<file path="src/rtl/fetch_sequencer.sv">
// Instruction-fetch stage of the nic8 CPU: owns the program counter and instruction
// register, overlaps fetch with execute and inserts a fetch cycle after jumps/immediates.
module fetch_sequencer #(
    parameter int RETIRED_W = 16
) (
    input  logic                 clk,
    input  logic                 resetBar,
    input  logic [7:0]           romData,
    input  logic [7:0]           dbus,
    input  logic                 doJumpBar,
    input  logic                 assertRomBar,
    input  logic                 denyFetch,
    output logic [7:0]           pc,
    output logic [7:0]           ir,
    output logic [7:0]           instrAddr,
    output logic                 execute,
    output logic                 halted,
    output logic [RETIRED_W-1:0] retired
);

    typedef enum logic [1:0] {
        FETCH = 2'd0,
        EXEC  = 2'd1,
        HALT  = 2'd2
    } seqState;

    seqState              state;
    seqState              stateNext;
    logic [7:0]           pcNext;
    logic [7:0]           irNext;
    logic [7:0]           instrAddrNext;
    logic [RETIRED_W-1:0] retiredNext;

    always_ff @(posedge clk or negedge resetBar) begin
        if (!resetBar) begin
            state     <= FETCH;
            pc        <= 8'h00;
            ir        <= 8'h00;
            instrAddr <= 8'h00;
            retired   <= '0;
        end else begin
            state     <= stateNext;
            pc        <= pcNext;
            ir        <= irNext;
            instrAddr <= instrAddrNext;
            retired   <= retiredNext;
        end
    end

    // Decoder inputs only matter in EXEC; the priority order below picks the next PC.
    always_comb begin
        stateNext     = state;
        pcNext        = pc;
        irNext        = ir;
        instrAddrNext = instrAddr;
        retiredNext   = retired;
        case (state)
            FETCH: begin
                irNext        = romData;
                instrAddrNext = pc;
                pcNext        = pc + 8'd1;
                stateNext     = EXEC;
            end
            EXEC: begin
                retiredNext = retired + RETIRED_W'(1);
                if (!doJumpBar && (dbus == instrAddr)) begin
                    stateNext = HALT;
                end else if (!doJumpBar) begin
                    pcNext    = dbus;
                    stateNext = FETCH;
                end else if (!assertRomBar) begin
                    pcNext    = pc + 8'd1;
                    stateNext = FETCH;
                end else if (!denyFetch) begin
                    irNext        = romData;
                    instrAddrNext = pc;
                    pcNext        = pc + 8'd1;
                end else begin
                    // Inconsistent decoder request: consume the byte but refetch next cycle.
                    pcNext    = pc + 8'd1;
                    stateNext = FETCH;
                end
            end
            HALT: begin
                stateNext = HALT;
            end
            default: begin
                stateNext = FETCH;
            end
        endcase
    end

    assign execute = (state == EXEC);
    assign halted  = (state == HALT);

endmodule
</file>
<file path="config.mk">
export PLATFORM = sky130hd
export DESIGN_NAME = fetch_sequencer
export DESIGN_NICKNAME = d
export VERILOG_FILES = /design/src/rtl/fetch_sequencer.sv
export SDC_FILE = /design/constraint.sdc
export NUM_CORES = 1
export LEC_CHECK = 0
export ABC_AREA = 1
export CORE_UTILIZATION = 30
export DETAILED_ROUTE_END_ITERATION = 8
export PLACE_DENSITY_LB_ADDON = 0.12
export SYNTH_ARGS = -nofsm -noshare
export SYNTH_HDL_FRONTEND = slang
export SYNTH_SLANG_ARGS = --single-unit
</file>
<file path="constraint.sdc">
create_clock -name clk -period 1.5 [get_ports clk]
set_input_delay 0.225 -clock clk [delete_from_list [all_inputs] [get_ports clk]]
set_output_delay 0.225 -clock clk [all_outputs]
set_load 0.005 [all_outputs]
</file>
==> metrics.yaml <==
status:
  status: "finished, violations left"
  violations: "setup timing"
yosys:
  netlist_area_sq_mm: 0.002118
  synthTopCellsByArea: "dfrtp_1 50%, nand2_1 18%, inv_1 5.1%"
  synth.most_common_cell: "nand2_1"
  yosysSeqAreaShare_pct: 49.62
  synth_common_cells: "103 x nand2_1, 42 x dfrtp_1, 29 x inv_1"
  synth_edf_count: 0
  async_flop_share_pct: 100.0
  syn_inst: 266
  ys_ff_latch: 42
  syn_area_per_cell_sq_um: 7.963
  synthFlopType: "dfrtp_1"
  yosysTopAreaCellShare_pct: 49.62
  syn_nets: 289
  ys_types: 27
  synth_top_cell_by_area: "dfrtp_1"
  ys_warn_count: 0
sta:
  fmaxAchievable_ghz: 0.6426
  tightest_slew_ns: 0.3018
  slew_headroom_pct: 79.84
  drv_slew: 0
  period_share_pct: 103.8
  hold_violations: 0
  setup_violations: 3
  period_minus_slack_ns: 1.556
  final.setup_skew_ns: 0.006879
  whs_ns: 0.4433
  fin_ws_ns: -0.05629
  rsz0062_at_grt: "yes"
pwr:
  swShare_pct: 34.42
  power_leakage_nw: 1.834
  p_int_w: 0.003453
  ir_drop_uv: 666.0
  power_density_mw_per_mm2: 1490
  combPwrFrac_pct: 47.2
  seq_power_share_pct: 35.3
  clock_power_share_pct: 17.4
  total_power_w: 0.005265
  netSwitchingPower_w: 0.001812
critical_path:
  crit_path_max_incr_delay_ns: 0.38
  critPathArrivalTime_ns: 1.77
  path_cells: "inv_2 > nand2_4 > buf_6 > nor3_4 > buf_4 > nand3_4 > nor3_2 > xor2_1"
  crit_path_top_delay_cell: "dfrtp_1"
  critical_path_required_ns: 1.72
  crit_type: "register to register"
  r2r.worst_path.cells: 8
  cp_max_fo: 4
  worstSetupEndpointType: "register"
  critPathBufInv: 3
  regToRegSetupSlack_ns: -0.06
  rr_endpoint: "retired[15]"
  reg2reg_from: "state[1]"
  cpLargestDelayFamily: "simple AND/OR/NAND/NOR gates"
  critPathLaunchType: "register"
cells_and_area:
  layoutNonFillerInstCount: 481
  final.fill_count: 675
  multi_input_area_sq_mm: 0.001040
  drive_gt1_share_pct: 24.68
  final_net_count: 408
  area_growth_pct: 66.86
  post-route-util_pct: 52.03
  n_antenna_cell: 0
  seqCellArea_sq_mm: 0.001060
clock_tree:
  clkSlewWorstSetupHoldPaths_ns: 0.08
  clock-sinks: 42
  cts_tree: "built"
  cts_max_level: 2
  cts_root_buffer: "clkbuf_8"
  ctsLongestPathBuffers: 2
  cts_inserted_buffers: 5
  clk_latency_ns: 0.29
die:
  std_cell_rows: 30
  die_area_sq_mm: 0.007401
  start_util_pct: 31.18
  die_y_microns: 86.03
  io_pins: 63
  die_w_microns: 86.03
  core_area_sq_mm: 0.006794
route:
  vias_per_cell: 4.312
  wl_per_cell_microns: 11.69
  drc: 0
  dr.pass1.iters: 4
  via_count: 2074
  drt_wl_total_mm: 5.623
  drtAntennaViolNets: 0
  drtIter0Drc: 86
flow_run:
  cap_violations: 0
placed_design:
  dpl_worst_slack_ns: -0.2321
  numPortBuffers: 62
  gp_congestion: 0.7669
  dp.cells: 449
  place_hpwl_mm: 3.980
grt:
  grt_pass1_wl_mm: 9.059
  gr-total-overflow: 0
  grt_max_degree: 43
  grt_pass1_vias: 1874
  antenna_found_initial: 0
  grt_usage_pct: 15.82
hold_path:
  hp-class: "primary input to asynchronous set/reset pin"
==> worst max-delay path by stage <==
stage / from / end / slack, ns / depth (start not counted)
2_1_floorplan: retired[1] / retired[10] / 0.1 / 7
3_3_place_gp: dbus[0] / pc[6] / -0.22 / 9
3_5_place_dp: dbus[2] / pc[1] / -0.23 / 9
4_1_cts: state[1] / retired[13] / -0.04 / 9
5_1_grt: state[1] / retired[15] / -0.13 / 8
6_report: state[1] / retired[15] / -0.06 / 8
==> kinds of logic (layout without fill, tap and decap cells) <==
| group | Yosys count | count (layout) | synth area share (%) |
|---|---|---|---|
| AOI/OAI and AO/OA | 17 | 17 | 4.430 |
| xor gates and xnor gates | 17 | 17 | 7.029 |
| adders and majority gates | 2 | 2 | 1.181 |
| buffers and inverters | 34 | 153 | 6.438 |
| DFF | 42 | 42 | 49.62 |
| and+or+nand+nor | 154 | 154 | 31.31 |
==> power groups by stage <==
stage / clock [W] / combinational, W / sequential [W]
after floorplan: 0 / 0.000843 / 0.00187
after global placement: 0 / 0.00217 / 0.00186
after CTS: 0.000950 / 0.00228 / 0.00184
after detailed placement: 0 / 0.00219 / 0.00187
after global routing: 0.000993 / 0.00274 / 0.00191
final: 0.000919 / 0.00249 / 0.00186
==> per-stage QoR <==
| step | setup TNS, ns | cell area (sq um) |
|---|---|---|
| 3_5_place_dp | -2.173 | 3065 |
| 4_1_cts | -0.04110 | 3241 |
| 5_1_grt | -0.7263 | 3535 |
| 2_1_floorplan | 0 | 2118 |
| 3_3_place_gp | -1.782 | 3065 |
| 6_report | -0.08236 | 3535 |
==> cell type report <==
cell class,instances,share of cell area [%]
Clock buffer,6,2.336
Clock inverter,1,0.8496
Inverter,32,3.540
Multi-Input combinational cell,190,29.42
Sequential cell,42,29.98
Tap cell,96,3.398
Timing Repair Buffer,114,30.48
==> worst reg2reg max path: cells and delay by family (launching register included) <==
family | cells | cell delay, ns
and+or+nand+nor | 4 | 0.57
DFF | 1 | 0.38
buffers and inverters | 3 | 0.40
xor gates and xnor gates | 1 | 0.15
==> what timing repair did <==
action,in CTS,in global routing
resized for setup,11,40
pin swaps,1,16
buffers inserted,5,19
hold endpoints to repair,42,0
setup endpoints to repair,11,32
hold buffers,1,0
==> sequential cells by signal, indices dropped and copies added, names as in the netlist <==
signal	count
retired	16
instrAddr	8
state	2
ir	8
pc	8
==> metal layers <==
metal	share of wire, %	wire (microns)	global-route usage, %	vias to the layer above
met1	49	2766	21.84	963
met5	0	0	0	-
li1	-	-	-	1056
met2	45	2557	24.82	51
met3	4.6	259	3.850	4
met4	0.69	39	4.091	0
==> cells in the final DEF, fill, tap and decap left out, types with 4 or more instances in the layout <==
cell type | synthesis | routed
buf_4 | 0 | 45
dfrtp_2 | 0 | 7
inv_1 | 29 | 28
dfrtp_1 | 42 | 35
xor2_1 | 9 | 9
nand2_1 | 103 | 102
dlymetal6s2s_1 | 0 | 9
nor2_2 | 1 | 4
xnor2_1 | 8 | 7
clkdlybuf4s50_1 | 0 | 49
nor2_1 | 19 | 13
nand3_1 | 18 | 15
o21ai_0 | 10 | 9
clkbuf_8 | 0 | 6
Note: power is estimated with default switching activity, not from simulation.
